===== src/rtl/regime_pkg.sv =====
// Regime encodings shared with control_path, FSM state encoding and the preselect helper.
package regime_pkg;

    localparam logic [1:0] REG_OFF    = 2'd0;
    localparam logic [1:0] REG_ELIST  = 2'd1;
    localparam logic [1:0] REG_CNT    = 2'd2;
    localparam logic [1:0] REG_UPDATE = 2'd3;

    typedef enum logic [1:0] {
        IDLE = 2'd0,
        REQ  = 2'd1,
        RUN  = 2'd2
    } state_e;

    // Preselect cycles ELIST -> CNT -> UPDATE -> ELIST and never yields OFF.
    function automatic logic [1:0] next_sel(input logic [1:0] s);
        case (s)
            REG_ELIST: return REG_CNT;
            REG_CNT:   return REG_UPDATE;
            default:   return REG_ELIST;
        endcase
    endfunction

endpackage


===== src/rtl/button_debounce.sv =====
// Single-button debouncer with a registered one-cycle press pulse on the rising stable level.
// With PANEL_INPUT_SYNC_EN defined the raw input first passes a two-flop synchronizer.
module button_debounce #(
    parameter int unsigned DEBOUNCE_CYCLES = 16,
    parameter int unsigned CNT_W           = 8
) (
    input  logic clk,
    input  logic rst,
    input  logic raw,
    output logic stable,
    output logic press
);

    localparam logic [CNT_W-1:0] CntLast = CNT_W'(DEBOUNCE_CYCLES - 1);

    logic raw_s;

`ifdef PANEL_INPUT_SYNC_EN
    logic [1:0] sync_q;

    always_ff @(posedge clk) begin
        if (!rst) begin
            sync_q <= 2'b00;
        end else begin
            sync_q <= {sync_q[0], raw};
        end
    end

    assign raw_s = sync_q[1];
`else
    assign raw_s = raw;
`endif

    logic [CNT_W-1:0] cnt_q, cnt_d;
    logic             stable_q, stable_d;
    logic             press_q, press_d;

    always_comb begin
        cnt_d    = '0;
        stable_d = stable_q;
        press_d  = 1'b0;
        if (raw_s != stable_q) begin
            if (cnt_q == CntLast) begin
                stable_d = raw_s;
                press_d  = raw_s;
            end else begin
                cnt_d = cnt_q + CNT_W'(1);
            end
        end
    end

    always_ff @(posedge clk) begin
        if (!rst) begin
            cnt_q    <= '0;
            stable_q <= 1'b0;
            press_q  <= 1'b0;
        end else begin
            cnt_q    <= cnt_d;
            stable_q <= stable_d;
            press_q  <= press_d;
        end
    end

    assign stable = stable_q;
    assign press  = press_q;

endmodule


===== src/rtl/panel_input.sv =====
// Front-panel input stage: debounced buttons, regime preselect, on/start handshake to control_path.
// Build option PANEL_INPUT_SYNC_EN adds input synchronizers inside each button_debounce.
module panel_input
    import regime_pkg::*;
#(
    parameter int unsigned DEBOUNCE_CYCLES = 16,
    parameter int unsigned CNT_W           = 8
) (
    input  logic       clk,
    input  logic       rst,
    input  logic       btn_mode,
    input  logic       btn_go,
    input  logic       btn_start,
    input  logic       btn_cancel,
    input  logic [1:0] regime,
    output logic [1:0] on,
    output logic       start,
    output logic [1:0] sel,
    output logic       busy
);

    logic [3:0] btn_raw;
    logic [3:0] btn_stable;
    logic [3:0] btn_press;

    assign btn_raw = {btn_cancel, btn_start, btn_go, btn_mode};

    button_debounce #(.DEBOUNCE_CYCLES(DEBOUNCE_CYCLES), .CNT_W(CNT_W)) u_db_mode (
        .clk(clk), .rst(rst), .raw(btn_raw[0]), .stable(btn_stable[0]), .press(btn_press[0])
    );
    button_debounce #(.DEBOUNCE_CYCLES(DEBOUNCE_CYCLES), .CNT_W(CNT_W)) u_db_go (
        .clk(clk), .rst(rst), .raw(btn_raw[1]), .stable(btn_stable[1]), .press(btn_press[1])
    );
    button_debounce #(.DEBOUNCE_CYCLES(DEBOUNCE_CYCLES), .CNT_W(CNT_W)) u_db_start (
        .clk(clk), .rst(rst), .raw(btn_raw[2]), .stable(btn_stable[2]), .press(btn_press[2])
    );
    button_debounce #(.DEBOUNCE_CYCLES(DEBOUNCE_CYCLES), .CNT_W(CNT_W)) u_db_cancel (
        .clk(clk), .rst(rst), .raw(btn_raw[3]), .stable(btn_stable[3]), .press(btn_press[3])
    );

    // Only the press pulses drive the FSM; stable levels are kept for debug visibility.
    logic unused_stable;
    assign unused_stable = ^btn_stable;

    logic mode_p, go_p, start_p, cancel_p;
    assign mode_p   = btn_press[0];
    assign go_p     = btn_press[1];
    assign start_p  = btn_press[2];
    assign cancel_p = btn_press[3];

    state_e     state_q;
    logic [1:0] on_q;
    logic       start_q;
    logic [1:0] sel_q;
    logic       busy_q;

    always_ff @(posedge clk) begin
        if (!rst) begin
            state_q <= IDLE;
            on_q    <= REG_OFF;
            start_q <= 1'b0;
            sel_q   <= REG_ELIST;
            busy_q  <= 1'b0;
        end else begin
            case (state_q)
                IDLE: begin
                    if (go_p && (regime == REG_OFF)) begin
                        on_q    <= sel_q;
                        state_q <= REQ;
                        busy_q  <= 1'b1;
                    end else if (mode_p) begin
                        sel_q <= next_sel(sel_q);
                    end
                end
                REQ: begin
                    // Acceptance outranks a cancel arriving in the same cycle.
                    if (regime != REG_OFF) begin
                        on_q    <= REG_OFF;
                        state_q <= RUN;
                    end else if (cancel_p) begin
                        on_q    <= REG_OFF;
                        state_q <= IDLE;
                        busy_q  <= 1'b0;
                    end
                end
                RUN: begin
                    if (regime == REG_OFF) begin
                        start_q <= 1'b0;
                        state_q <= IDLE;
                        busy_q  <= 1'b0;
                    end else if (cancel_p) begin
                        start_q <= 1'b0;
                    end else if (start_p) begin
                        start_q <= ~start_q;
                    end
                end
                default: begin
                    state_q <= IDLE;
                    on_q    <= REG_OFF;
                    start_q <= 1'b0;
                    busy_q  <= 1'b0;
                end
            endcase
        end
    end

    assign on    = on_q;
    assign start = start_q;
    assign sel   = sel_q;
    assign busy  = busy_q;

endmodule


===== config.mk =====
export PLATFORM = sky130hd
export DESIGN_NAME = panel_input
export DESIGN_NICKNAME = d
export VERILOG_FILES = /design/src/rtl/regime_pkg.sv /design/src/rtl/button_debounce.sv /design/src/rtl/panel_input.sv
export SDC_FILE = /design/constraint.sdc
export NUM_CORES = 1
export LEC_CHECK = 0
export BUFFER_PORTS_ARGS = -buffer_cell sky130_fd_sc_hd__buf_4
export CAP_MARGIN = 20
export CORE_MARGIN = 5
export CORE_UTILIZATION = 58
export DETAILED_ROUTE_END_ITERATION = 6
export GPL_TIMING_DRIVEN = 0
export PLACE_DENSITY = 0.83
export SLEW_MARGIN = 10
export SYNTH_ARGS = -nofsm -noshare
export SYNTH_HDL_FRONTEND = slang
export SYNTH_HIERARCHICAL = 1
export SYNTH_SLANG_ARGS = --single-unit

===== constraint.sdc =====
create_clock -name clk -period 1.9 [get_ports clk]
set_input_delay 0.38 -clock clk [delete_from_list [all_inputs] [get_ports clk]]
set_output_delay 0.38 -clock clk [all_outputs]
set_load 0.05 [all_outputs]

==> out/results.md <==
* 0 — number of flops mapped to enable cells by yosys
* 0.6120 mV — peak ir drop on the vdd network
* 0.1969 — met1 Use GR
* 0.57 ns — longest individual stage delay on the worst path
* 2 — H-tree levels
* sky130_fd_sc_hd__dfxtp_1, sky130_fd_sc_hd__o21ai_0, sky130_fd_sc_hd__a21oi_1, sky130_fd_sc_hd__or3_1, sky130_fd_sc_hd__nand2_1 — largest cells by area after synthesis
* 705.2 nW/um^2 — cell area power density
* sky130_fd_sc_hd__clkbuf_4 — clock root buffer
* 222 — synthesized instance count
* 2026 um^2 — Syn Std Cell Area
* 2.14 ns — endpoint required time on the critical path
* finished, final reports clean — result of the run
* 0.4744 — register area share after synthesis
* 6.189 mm — first-pass GRT wire length
* 0.5197 ns — slew at the pin closest to its max-slew limit
* 0 — setup fix buffers added after clock tree synthesis
* 0.35 ns — clock insertion delay at the later pin of the skew report
* 0.1488 — share of post-route cells with drive strength above 1
* flop — Worst Setup End Kind
* 6 — count of warnings emitted by yosys
* 0.6520 — worst max-slew margin expressed relative to the limit
* 302 — count of filler cells inserted in the layout
* 37 — Netlist cell types
* sky130_fd_sc_hd__dfxtp_1 — most used flip-flop cell after synthesis
* 1432 — vias in the first global route
* flop to flop — Worst Path Class, Setup
* 960.9 um^2 — sequential standard cell area
* sky130_fd_sc_hd__dfxtp_1 — most frequent standard cell in the layout excluding fill and tap cells
* 0.2405 — GR Util met2
* input pin to flop — min-delay worst type
* 0 — Resized cells post-CTS
* 0.009213 ns — Clock Skews
* 48 — number of synthesized register bits
* 0 — quantity of hold-fixing buffers added after cts
* 12.00 um — WL/cell
* 1576 — via total after detailed routing
* 1.584 mW — total power consumption of the routed design
* 0 — max_cap viols
* 6 — maximum fanout count along the critical path
* 1.594 ns — post-route minimum period
* 0.7921 nW — leakage power of the design
* 0 — total global routing overflow
* 69.10 um — vertical extent of the die
* met2 — gr busiest metal
* 2 — deepest clock path buffer count
* flop — Critical Path Source Type
* sky130_fd_sc_hd__dfxtp_1 — largest area contributor in the netlist
* or4_4 > o211ai_1 > nor2_1 — cells along the critical path
* 3.455 mm — total detailed-routing wirelength
* 0 — diode count
* yes — TritonCTS clock tree
* 0.4744 — top-area cell type share of the netlist area
* sky130_fd_sc_hd__dfxtp_1, sky130_fd_sc_hd__nand2_1, sky130_fd_sc_hd__nor2_1, sky130_fd_sc_hd__o21ai_0, sky130_fd_sc_hd__a21oi_1 — leading cell types in the layout, fill and taps excluded
* 255 — Post-layout nets
* 14 — I/O pin count
* 0 — antenna violations before repair
* 0 — remaining antenna violation count after routing
* 5.472 — Avg Vias per Cell
* 3363 um^2 — CORE AREA
* 0.7365 — placer's final routability congestion estimate
* 5 — CTS Buf Count
* 4 — detailed-routing iteration count for the pre-antenna-repair pass
* 21 — Site Rows
* 0 — Max Transition Viols Final
* 10.87% — synth-to-layout area growth
* 14 — largest net degree at the start of global routing
* 0 ns — summed negative setup slack over all endpoints
* 0.8390 — post-route fraction of the period consumed by the critical path
* 13 — count of buffers from port buffering
* 0 — final hold violations
* 4775 um^2 — full die area
* 89 — first-iteration detailed-routing DRC count
* 0.1578 — GRT Overall Usage
* false — RSZ-0062 raised after global routing
* 0.6023 — initial cell density of the core
* 0 — residual DRC count
* 0.6678 — core utilization of the finished layout
* 0 — Post-synth ARST share
* sky130_fd_sc_hd__or4_4 — slowest cell on the critical path
* 1.84 ns — data arrival time at the worst-slack endpoint
* 0.12 ns — Clk pin slew, worst setup/hold paths
* 2.474 mm — detailed placer's ending HPWL
* 48 — Sinks on Clock Net
* 235 — number of nets produced by synthesis
* 0 — Finish-stage setup viols
* 627.3 MHz — highest achievable clock rate
* 1015 um^2 — area of the multi-input gates
* 69.10 um — width of the die
* 9.125 um^2 — Synth Area per Inst
* 0.05959 — met3 global-route usage
metrics by stage:
step	hold WS, ns	setup slack, ns	area (um^2)	instances
2_1_floorplan	0.4175	0.4579	2026	222
3_3_place_gp	0.4321	0.1486	2181	281
3_5_place_dp	0.4395	0.1403	2181	281
4_1_cts	0.2452	0.3047	2246	288
5_1_grt	0.2539	0.1684	2246	288
6_report	0.2754	0.3059	2246	288
cell type report:
| class | instances | area share |
|---|---|---|
| well taps | 46 | 0.02563 |
| flip-flops and latches | 48 | 0.4279 |
| multi-input cells | 161 | 0.4518 |
| plain buffers | 2 | 0.003900 |
| clock buffers | 7 | 0.02897 |
| repair buffers | 13 | 0.04345 |
| inverters | 11 | 0.01838 |
logic make-up (layout without fill, tap and decap cells):
logic type                 count (synthesis)  in the layout  share of synthesized area
muxes                                      2              2                    0.01050
DFF                                       48             48                     0.4744
xor gates and xnor gates                  13             13                    0.05621
AOI/OAI and AO/OA                         50             50                     0.1538
adders and majority gates                  5              5                    0.03088
buffers and inverters                     13             33                    0.02470
and+or+nand+nor                           91             91                     0.2495
state kept, by name, indices dropped and copies added (netlist names), 2 cells and up:
| signal | flops |
|---|---|
| u_db_start/cnt_q | 8 |
| u_db_cancel/cnt_q | 8 |
| state_q | 2 |
| sel | 2 |
| u_db_go/cnt_q | 8 |
| u_db_mode/cnt_q | 8 |
| on | 2 |
Yosys cell counts (all sizes together) (4+ instances only):
library cell	instances
o211ai	4
nand2	19
nand2b	4
nor4	4
dfxtp	48
or3	16
a21oi	16
xor2	8
inv	11
a21boi	4
ha	5
or3b	4
nor2	18
o21ai	17
or4	4
nand3	12
nand4	4
xnor2	5
power breakdown:
group	internal [mW]	switching, mW
registers	1.01	0.00571
logic	0.0252	0.0364
clock network	0.210	0.292
critical path, delay by kind of cell (launching register included):
family	cells	cell delay, ns
compound gates	1	0.46
simple gates	2	0.66
flops	1	0.36
path summary, 6_finish.rpt:
check | cells past startpoint | to | slack (ns) | startpoint
setup / recovery | 3 | u_db_mode/cnt_q[3] | 0.31 | u_db_mode/cnt_q[5]
hold reg to reg | 1 | u_db_go/cnt_q[0] | 0.45 | u_db_go/cnt_q[0]
setup reg to reg | 3 | u_db_mode/cnt_q[3] | 0.31 | u_db_mode/cnt_q[5]
hold / removal | 3 | u_db_mode/press | 0.28 | btn_mode
routing by layer:
layer,up-vias,share of wire
met4,0,0.019
met1,701,0.48
met5,-,0
met3,4,0.040
li1,840,-
met2,31,0.46
Power figures use the tool's default switching activity.
